### src/rtl/exe_stage_pkg.sv
// Shared definitions for the execute stage: ALU command codes,
// shifter types, status bit positions and a rotate helper.
package arm_defs;

    localparam logic [3:0] CMD_NOP = 4'b0000;
    localparam logic [3:0] CMD_MOV = 4'b0001;
    localparam logic [3:0] CMD_ADD = 4'b0010;
    localparam logic [3:0] CMD_ADC = 4'b0011;
    localparam logic [3:0] CMD_SUB = 4'b0100;
    localparam logic [3:0] CMD_SBC = 4'b0101;
    localparam logic [3:0] CMD_AND = 4'b0110;
    localparam logic [3:0] CMD_ORR = 4'b0111;
    localparam logic [3:0] CMD_EOR = 4'b1000;
    localparam logic [3:0] CMD_MVN = 4'b1001;

    typedef enum logic [1:0] {
        SH_LSL = 2'b00,
        SH_LSR = 2'b01,
        SH_ASR = 2'b10,
        SH_ROR = 2'b11
    } shift_t;

    localparam int ST_N = 3;
    localparam int ST_Z = 2;
    localparam int ST_C = 1;
    localparam int ST_V = 0;

    function automatic logic [31:0] ror32(
        input logic [31:0] x,
        input logic [4:0]  amt
    );
        logic [63:0] t;
        t = {x, x} >> amt;
        return t[31:0];
    endfunction

endpackage

### src/rtl/exe_stage_if.sv
// ID/EXE register fields into the execute stage and its results
// toward EXE/MEM, IF branch control and the ID condition check.
interface exe_stage_if;

    logic [3:0]  EXE_CMD;
    logic        MEM_R_EN;
    logic        MEM_W_EN;
    logic        S;
    logic        B;
    logic [31:0] PC;
    logic [31:0] Val_Rn;
    logic [31:0] Val_Rm;
    logic        imm;
    logic [11:0] Shift_operand;
    logic [23:0] Signed_imm_24;
    logic [31:0] ALU_Res;
    logic [31:0] Br_addr;
    logic        Br_taken;
    logic [3:0]  Status;

    modport master (
        output EXE_CMD, MEM_R_EN, MEM_W_EN, S, B, PC,
        output Val_Rn, Val_Rm, imm, Shift_operand, Signed_imm_24,
        input  ALU_Res, Br_addr, Br_taken, Status
    );

    modport slave (
        input  EXE_CMD, MEM_R_EN, MEM_W_EN, S, B, PC,
        input  Val_Rn, Val_Rm, imm, Shift_operand, Signed_imm_24,
        output ALU_Res, Br_addr, Br_taken, Status
    );

endinterface

### src/rtl/exe_stage_status.sv
// Architectural NZCV register with synchronous reset and load.
module status_register (
    input  logic       clk,
    input  logic       rst,
    input  logic       i_ld,
    input  logic [3:0] i_d,
    output logic [3:0] o_q
);

    logic [3:0] r_q;

    always_ff @(posedge clk) begin
        if (rst)
            r_q <= 4'b0000;
        else if (i_ld)
            r_q <= i_d;
    end

    assign o_q = r_q;

endmodule

### src/rtl/exe_stage_val2.sv
// Second-operand generator: memory offset, rotated immediate,
// or immediate-amount shift of Rm.
module val2_generator
    import arm_defs::*;
(
    input  logic        i_mem_en,
    input  logic        i_imm,
    input  logic [11:0] i_shift_op,
    input  logic [31:0] i_val_rm,
    output logic [31:0] o_val2
);

    logic [4:0]  w_rot_amt;
    logic [31:0] w_imm_val;
    logic [4:0]  w_sh_amt;
    shift_t      w_sh_type;
    logic [31:0] w_sh_val;

    assign w_rot_amt = {i_shift_op[11:8], 1'b0};
    assign w_imm_val = ror32({24'b0, i_shift_op[7:0]}, w_rot_amt);
    assign w_sh_amt  = i_shift_op[11:7];
    assign w_sh_type = shift_t'(i_shift_op[6:5]);

    // A zero amount falls out as a pass-through for every type.
    always_comb begin
        w_sh_val = i_val_rm;
        case (w_sh_type)
            SH_LSL:  w_sh_val = i_val_rm << w_sh_amt;
            SH_LSR:  w_sh_val = i_val_rm >> w_sh_amt;
            SH_ASR:  w_sh_val = $unsigned($signed(i_val_rm) >>> w_sh_amt);
            SH_ROR:  w_sh_val = ror32(i_val_rm, w_sh_amt);
            default: w_sh_val = i_val_rm;
        endcase
    end

    always_comb begin
        o_val2 = w_sh_val;
        if (i_mem_en)
            o_val2 = {20'b0, i_shift_op};
        else if (i_imm)
            o_val2 = w_imm_val;
    end

endmodule

### src/rtl/exe_stage.sv
// Execute stage: Val2 generation, ALU with NZCV flags, status
// register and branch target adder.
module exe_stage
    import arm_defs::*;
#(
    parameter int WIDTH = 32
) (
    input  logic         clk,
    input  logic         rst,
    exe_stage_if.slave   bus
);

    logic [WIDTH-1:0] w_val2;
    logic [WIDTH-1:0] w_rn;
    logic [WIDTH-1:0] w_op2;
    logic [WIDTH-1:0] w_res;
    logic [WIDTH:0]   w_sum;
    logic             w_cy;
    logic             w_arith;
    logic             w_c;
    logic             w_v;
    logic [3:0]       w_status;
    logic [3:0]       w_flags;
    logic [WIDTH-1:0] w_br_off;

    assign w_rn = bus.Val_Rn;

    val2_generator u_val2 (
        .i_mem_en   (bus.MEM_R_EN | bus.MEM_W_EN),
        .i_imm      (bus.imm),
        .i_shift_op (bus.Shift_operand),
        .i_val_rm   (bus.Val_Rm),
        .o_val2     (w_val2)
    );

    // Subtraction runs through the adder as Rn + ~Val2 + carry-in.
    always_comb begin
        w_op2   = w_val2;
        w_cy    = 1'b0;
        w_arith = 1'b0;
        w_res   = '0;
        w_c     = w_status[ST_C];
        w_v     = w_status[ST_V];
        case (bus.EXE_CMD)
            CMD_MOV: w_res = w_val2;
            CMD_MVN: w_res = ~w_val2;
            CMD_AND: w_res = w_rn & w_val2;
            CMD_ORR: w_res = w_rn | w_val2;
            CMD_EOR: w_res = w_rn ^ w_val2;
            CMD_ADD: w_arith = 1'b1;
            CMD_ADC: begin
                w_arith = 1'b1;
                w_cy    = w_status[ST_C];
            end
            CMD_SUB: begin
                w_arith = 1'b1;
                w_op2   = ~w_val2;
                w_cy    = 1'b1;
            end
            CMD_SBC: begin
                w_arith = 1'b1;
                w_op2   = ~w_val2;
                w_cy    = w_status[ST_C];
            end
            default: w_res = '0;
        endcase
        w_sum = {1'b0, w_rn} + {1'b0, w_op2} + {{WIDTH{1'b0}}, w_cy};
        if (w_arith) begin
            w_res = w_sum[WIDTH-1:0];
            w_c   = w_sum[WIDTH];
            w_v   = (w_rn[WIDTH-1] == w_op2[WIDTH-1])
                 && (w_res[WIDTH-1] != w_rn[WIDTH-1]);
        end
    end

    assign w_flags[ST_N] = w_res[WIDTH-1];
    assign w_flags[ST_Z] = (w_res == '0);
    assign w_flags[ST_C] = w_c;
    assign w_flags[ST_V] = w_v;

    status_register u_status (
        .clk  (clk),
        .rst  (rst),
        .i_ld (bus.S),
        .i_d  (w_flags),
        .o_q  (w_status)
    );

    assign w_br_off = {{6{bus.Signed_imm_24[23]}}, bus.Signed_imm_24, 2'b00};

    assign bus.ALU_Res  = w_res;
    assign bus.Br_addr  = bus.PC + w_br_off;
    assign bus.Br_taken = bus.B;
    assign bus.Status   = w_status;

endmodule

### src/flat_wrapper.sv
// flat-port wrapper written by rule: the top's interface ports become plain ports
module exe_stage_flat import arm_defs::*;
#(
    parameter int WIDTH = 32
)
  (clk, rst, bus_EXE_CMD, bus_MEM_R_EN, bus_MEM_W_EN, bus_S, bus_B, bus_PC, bus_Val_Rn, bus_Val_Rm, bus_imm, bus_Shift_operand, bus_Signed_imm_24, bus_ALU_Res, bus_Br_addr, bus_Br_taken, bus_Status);
  exe_stage_if bus_i ();
  input  logic clk;
  input  logic rst;
  input wire logic [$bits(bus_i.EXE_CMD)-1:0] bus_EXE_CMD;
  input wire logic [$bits(bus_i.MEM_R_EN)-1:0] bus_MEM_R_EN;
  input wire logic [$bits(bus_i.MEM_W_EN)-1:0] bus_MEM_W_EN;
  input wire logic [$bits(bus_i.S)-1:0] bus_S;
  input wire logic [$bits(bus_i.B)-1:0] bus_B;
  input wire logic [$bits(bus_i.PC)-1:0] bus_PC;
  input wire logic [$bits(bus_i.Val_Rn)-1:0] bus_Val_Rn;
  input wire logic [$bits(bus_i.Val_Rm)-1:0] bus_Val_Rm;
  input wire logic [$bits(bus_i.imm)-1:0] bus_imm;
  input wire logic [$bits(bus_i.Shift_operand)-1:0] bus_Shift_operand;
  input wire logic [$bits(bus_i.Signed_imm_24)-1:0] bus_Signed_imm_24;
  output wire logic [$bits(bus_i.ALU_Res)-1:0] bus_ALU_Res;
  output wire logic [$bits(bus_i.Br_addr)-1:0] bus_Br_addr;
  output wire logic [$bits(bus_i.Br_taken)-1:0] bus_Br_taken;
  output wire logic [$bits(bus_i.Status)-1:0] bus_Status;
  assign bus_i.EXE_CMD = bus_EXE_CMD;
  assign bus_i.MEM_R_EN = bus_MEM_R_EN;
  assign bus_i.MEM_W_EN = bus_MEM_W_EN;
  assign bus_i.S = bus_S;
  assign bus_i.B = bus_B;
  assign bus_i.PC = bus_PC;
  assign bus_i.Val_Rn = bus_Val_Rn;
  assign bus_i.Val_Rm = bus_Val_Rm;
  assign bus_i.imm = bus_imm;
  assign bus_i.Shift_operand = bus_Shift_operand;
  assign bus_i.Signed_imm_24 = bus_Signed_imm_24;
  assign bus_ALU_Res = bus_i.ALU_Res;
  assign bus_Br_addr = bus_i.Br_addr;
  assign bus_Br_taken = bus_i.Br_taken;
  assign bus_Status = bus_i.Status;
  exe_stage #(.WIDTH(WIDTH)) u_core (.clk(clk), .rst(rst), .bus(bus_i));
endmodule
### config.mk
export PLATFORM = sky130hd
export DESIGN_NAME = exe_stage_flat
export DESIGN_NICKNAME = d
export VERILOG_FILES = /design/src/rtl/exe_stage_pkg.sv /design/src/rtl/exe_stage_if.sv /design/src/rtl/exe_stage_status.sv /design/src/rtl/exe_stage_val2.sv /design/src/rtl/exe_stage.sv /design/src/flat_wrapper.sv
export SDC_FILE = /design/constraint.sdc
export NUM_CORES = 1
export LEC_CHECK = 0
export BUFFER_PORTS_ARGS = -buffer_cell sky130_fd_sc_hd__buf_4
export CELL_PAD_IN_SITES_DETAIL_PLACEMENT = 0
export CELL_PAD_IN_SITES_GLOBAL_PLACEMENT = 1
export CORE_ASPECT_RATIO = 0.5
export CORE_MARGIN = 2
export CORE_UTILIZATION = 45
export DETAILED_ROUTE_END_ITERATION = 16
export PLACE_DENSITY = 0.89
export SLEW_MARGIN = 20
export SYNTH_ARGS = -nofsm -noshare
export SYNTH_HDL_FRONTEND = slang
export SYNTH_SLANG_ARGS = --single-unit
### constraint.sdc
create_clock -name clk -period 9.8 [get_ports clk]
set_input_delay 1.96 -clock clk [delete_from_list [all_inputs] [get_ports clk]]
set_output_delay 1.96 -clock clk [all_outputs]
set_load 0.05 [all_outputs]
After elaboration in Yosys (flattened, before gate mapping):

Cells that the tools add are included.

* add/subtract/negate cells: 3
* shifts and indexed selects: 5
* bitwise logic cells: 5
* eq/ne operators: 14
* muxes and demuxes: 8
* reduce and logical (&&, ||, !) cells: 7

Operator list (number)
* 32-bit case mux with 5 select lines: 1
* 32-bit two-way mux: 4
* 32-bit case mux with 4 select lines: 1
* 64-bit by 5-bit >> shifter with 32-bit output: 1
* 40-bit by 5-bit >> shifter with 32-bit output: 1
* 32-bit by 32-bit adder with 33-bit output: 1
* 33-bit by 1-bit adder with 33-bit output: 1
* 32-bit adder: 1
* 32-bit AND: 1
* 32-bit zero test: 1
* 32-bit NOT: 1
* 32-bit bitwise OR: 1
* 32-bit by 5-bit left shift with 32-bit output: 1
* 32-bit by 5-bit >> shifter with 32-bit output: 1
* 32-bit by 5-bit >>> shifter with 32-bit output: 1
* 32-bit XOR: 1
* 4-bit by 3-bit == test with 1-bit output (second input constant): 4
* 4-bit by 2-bit == test with 1-bit output (second input constant): 2
* 4-bit == test (second input constant): 2
* 2-bit == test (second input constant): 2
* 4-bit by 1-bit == test with 1-bit output (second input constant): 1
* 2-bit OR reduction: 2
* 4-bit OR reduction: 1
* 2-bit by 1-bit == test with 1-bit output (second input constant): 1
* other kinds (8): 8

* word-level logic and storage cells: 44
* output and inout bits: 69
* register bits after elaboration: 4
* input bits: 143

Logic depth before layout (Yosys ltp):

* depth after elaboration: 10
* depth in mapped cells: 26
* depth with buffers taken out: 21

Modules after synthesis:

Synthesis repeated with hierarchy kept, for this count alone.

* cell total of the unflattened synthesis: 1737
* area, all modules: 12354.3 um^2

Modules (own cells, without submodules)
* exe_stage: area each 6366.1 um^2, instances 1, cells each 912
* val2_generator: area each 5848.1 um^2, instances 1, cells each 812
* status_register: area each 140.1 um^2, instances 1, cells each 13

Worst setup path after synthesis:

OpenSTA, ideal clock, no wires.

* kind: input -> output
* from: in bus_Shift_operand[7]
* to: out bus_ALU_Res[16]
* setup slack: 0.995 ns
* buffers on the path: 2
* stages on the path: 20
* arrival time: 6.845 ns
* data required time: 7.840 ns
* cell sequence: buf_4 buf_2 mux4_2 and2_1 a2111oi_0 a31oi_1 a31o_2 inv_1 xnor2_1 fa_1 inv_1 fa_1 nor2b_1 o31a_1 o41ai_1 a211oi_1 o41ai_1 o21ai_0 xnor2_1 o211ai_1

* cells in the longest elaborated chain, start to end: 9

Ends and longest elaborated chain
* start, declared: line flat_wrapper.sv:19 `input wire logic [$bits(bus_i.Shift_operand)-1:0] bus_Shift_operand;`
* 64-bit by 5-bit >> shifter with 32-bit output (tied with other cells): line exe_stage_pkg.sv:33 `t = {x, x} >> amt;`
* 32-bit case mux with 4 select lines: line exe_stage_val2.sv:27 `case (w_sh_type)`
* 32-bit two-way mux: line exe_stage_val2.sv:40 `else if (i_imm)`
* 32-bit two-way mux (*): line exe_stage_val2.sv:38 `if (i_mem_en)`
* 32-bit NOT: line exe_stage.sv:46, exe_stage.sv:57, exe_stage.sv:62
* 32-bit two-way mux
* 32-bit by 32-bit adder with 33-bit output: line exe_stage.sv:67 `w_sum = {1'b0, w_rn} + {1'b0, w_op2} + {{WIDTH{1'b0}}, w_cy};`
* 33-bit by 1-bit adder with 33-bit output: line exe_stage.sv:67
* 32-bit two-way mux (*): line exe_stage.sv:68 `if (w_arith) begin`
* end, declared: line flat_wrapper.sv:21 `output wire logic [$bits(bus_i.ALU_Res)-1:0] bus_ALU_Res;`

Every way passes the cells marked *; elsewhere a longest branch is shown, timed or not.

Final worst setup path:

* from: in bus_Shift_operand[9]
* to: out bus_ALU_Res[16]

Same word-level chain as after synthesis.

==> summary.md <==
| Metric | Value |
|---|---|
| Worst path cell trace | buf_4, buf_4, mux2i_1, o22a_1, o221ai_1, a221o_1, a31oi_1, nor2_1, o21ai_0, nand2_1, xor2_1, ha_1, o21a_1, o31a_1, o41ai_1, a211oi_1, o41ai_1, o21ai_0, xnor2_1, o211ai_1, buf_4 |
| Worst r2r dst | u_core.u_status.o_q[2]$_SDFFE_PP0P_ |
| Layout cells sized above 1 | 24.63% |
| Grt ovf | 0 |
| Cts bufs inserted | 3 |
| Fill cells | 2997 |
| Number of synthesis warnings | 0 |
| Initial Util | 45.79% |
| Dpl cells | 2337 |
| Bufs on Longest Clock Path | 2 |
| Area of the core | 30350 µm² |
| Vias in the first global route | 15.16k |
| Final setup fails | 0 |
| Pleak | 6.948 nW |
| Worst Setup EP | bus_ALU_Res[16] |
| Max reg flops | 4 |
| Port Buffers | 205 |
| EDFF count, synth | 0 |
| Pwr/cell area | 82.71 nW/µm² |
| Post-CTS setup buffers | 0 |
| Top post-synthesis cells by area | mux4_2 (14%), ha_1 (11%), mux2i_1 (7.3%), nand2_1 (3.9%), nor2_1 (3.8%) |
| Hold path start | u_core.u_status.o_q[3]$_SDFFE_PP0P_ |
| Vias/cell | 7.019 |
| Seq/Total Area, Yosys | 0.5763% |
| Max Slew Vio Count | 0 |
| Unrepaired setup endpoints after global routing | no |
| RD Place Congestion | 1.126 |
| HPWL Detailed | 50760 µm |
| Die area | 32390 µm² |
| Clock latency on the worst-skew pair | 230 ps |
| R2R setup slack | 5410 ps |
| Yosys cell types | 108 |
| Die Width | 252.5 µm |
| Post-cts resize count | 0 |
| Area grow syn2layout | 14.09% |
| Worst R2R Path Depth | 16 |
| Most common cell on crit path | buf_4 |
| Post-route ant nets | 0 |
| Yosys top cell by area | mux4_2 |
| Most common cell in the netlist | nand2_1 |
| R2r startpoint | u_core.u_status.o_q[1]$_SDFFE_PP0P_ |
| Syn nets | 2088 |
| Synth Instances | 1818 |
| Fmax | 104.6 MHz |
| Root Driver | clkbuf_16 |
| Final-report hold violation count | 0 |
| Crit path DAT | 7600 ps |
| List of most frequent post-synthesis cells | nand2_1 (143), nor2_1 (140), ha_1 (124) |
| Worst Slack Setup Final | 238.6 ps |
| Initial detailed-routing violation count | 2537 |
| Fin area | 15850 µm² |
| First-pass GRT wire length | 96940 µm |
| Die height | 128.3 µm |
| Slew margin rel. | 16.88% |
| Slew @ Worst Pin | 1231 ps |
| Post-synthesis cell area | 13900 µm² |
| Row count | 45 |
| Vias | 16.43k |
| Placed cell area | 15770 µm² |
| Type of origin of the critical path | primary input |
| GRT Util Overall | 39.19% |
| Non-filler cells in the finished layout | 2340 |
| I/O pin cnt | 212 |
| CP required | 7840 ps |
| Pin count of the biggest net entering global routing | 66 |
| CP max stage cell | buf_4 |
| Antenna violations before repair | 0 |
| Yosys reg bits | 4 |
| Setup TNS | 0 ps |
| Post-route DRC | 0 |
| Post-route minimum period | 9561 ps |
| Worst Setup SP | bus_Shift_operand[9] |
| Critical Path Fanout Max | 48 |
| Crit Path Class | in -> out |
| DR WL/cell | 28.16 µm |
| Dpl ws | 378.0 ps |
| Buf/Inv on CP | 3 |
| CTS sink cnt | 4 |
| Clock Skews | 3.873 ps |
| Total Routed Length | 65890 µm |
| Worst-path clk slew | 30 ps |
| Post-synth top flop | dfxtp_1 |
| VDD IR max | 0.04868 mV |
| H-tree levels | 1 |
| Worst Hold Class | reg -> reg |
| Total power | 0.001311 W |
| Max incr delay on CP | 510 ps |
| # diodes | 0 |
| Fin nets | 2213 |
| Outcome | finished clean |
| CTS tree | built |
| Synth top area share | 13.61% |
| Final period utilization | 97.57% |
| Mean area per synthesized cell | 7.643 µm² |
| Initial DRT Pass Iterations | 6 |
| Critical Path Stages | 21 |
| Crit path max-delay family | compound AO/OA/AOI/OAI gates |
| Hold-fix buffers, CTS | 0 |
| Fraction of registers with async set or reset after synthesis | 0% |
| Maxcap violations | 0 |
| Crit end category | output pin |
## logic make-up (layout without fill, tap and decap cells)
| kind of cell | after synthesis | in the layout | synth area share, % |
|---|---|---|---|
| XOR/XNOR | 82 | 82 | 5.168 |
| buffers and inverters | 275 | 398 | 9.157 |
| multiplexers | 232 | 232 | 24.72 |
| adder cells (fa/ha/maj) | 127 | 127 | 11.60 |
| flip-flops | 4 | 4 | 0.5763 |
| AND/OR/NAND/NOR | 525 | 525 | 18.58 |
| AO/OA/AOI/OAI | 573 | 573 | 30.20 |
## worst register-to-register path, stage by stage, from the launching register on
cell,delay (ps)
dfxtp_1,320
a21oi_1,150
nor2_1,80
fa_1,450
inv_1,100
fa_1,230
nor2b_1,70
o31a_1,300
o41a_1,370
o211ai_1,340
a21o_1,160
a21oi_1,90
or3_1,490
or4_1,630
nor4_2,170
nand4_1,160
o22ai_1,200
## metrics by stage
step | hold WS (ps) | util (%)
after CTS | 490.0 | 52.22
after global routing | 507.5 | 52.24
after detailed placement | 481.7 | 51.97
after floorplan | 694.8 | -
after global placement | 477.1 | 51.97
final | 488.4 | 52.24
## power by group
| group | internal (W) | total, W | switching [W] |
|---|---|---|---|
| sequential | 0.0000171 | 0.0000176 | 0.000000434 |
| combinational | 0.000445 | 0.00123 | 0.000781 |
| clock | 0.0000525 | 0.0000671 | 0.0000146 |
| total | 0.000515 | 0.00131 | 0.000796 |
## how the worst min path moves through the flow
| stage | endpoint | slack, ps | cells past startpoint |
|---|---|---|---|
| floorplan | u_core.u_status.o_q[2]$_SDFFE_PP0P_ | 690 | 2 |
| global placement | u_core.u_status.o_q[0]$_SDFFE_PP0P_ | 480 | 2 |
| detailed placement | u_core.u_status.o_q[0]$_SDFFE_PP0P_ | 480 | 2 |
| CTS | u_core.u_status.o_q[0]$_SDFFE_PP0P_ | 490 | 2 |
| global route | u_core.u_status.o_q[3]$_SDFFE_PP0P_ | 510 | 2 |
| finish | u_core.u_status.o_q[3]$_SDFFE_PP0P_ | 490 | 2 |
## cell usage in the layout (no fill, tap or decap), types with 31 or more instances in the layout
| master | n |
|---|---|
| mux4_2 | 84 |
| o21ai_0 | 75 |
| inv_1 | 97 |
| ha_1 | 124 |
| nand3_1 | 41 |
| xnor2_1 | 56 |
| nand2_1 | 143 |
| mux2i_1 | 101 |
| nor3_1 | 36 |
| a221oi_1 | 34 |
| a21oi_1 | 97 |
| mux2_2 | 46 |
| o211ai_1 | 43 |
| buf_4 | 286 |
| nor2_1 | 139 |
| a21o_1 | 31 |
## layer usage
| layer | vias to the layer above | wire [µm] | track usage (%) |
|---|---|---|---|
| met3 | 242 | 9307 | 10.25 |
| met2 | 1330 | 27700 | 60.54 |
| li1 | 7211 | - | - |
| met1 | 7642 | 25410 | 51.34 |
| met5 | - | 0 | 0 |
| met4 | 0 | 3474 | 17.82 |
## layout make-up
class / count / area [µm²] / area share [%]
multi-input combinational: 1539 / 12570 / 79.27
timing repair buffer: 291 / 2242 / 14.14
tap: 399 / 499.2 / 3.149
inverter: 104 / 390.4 / 2.462
sequential: 4 / 80.08 / 0.5051
clock buffer: 3 / 75.07 / 0.4735
No activity file was read; power rests on OpenSTA's default activity.
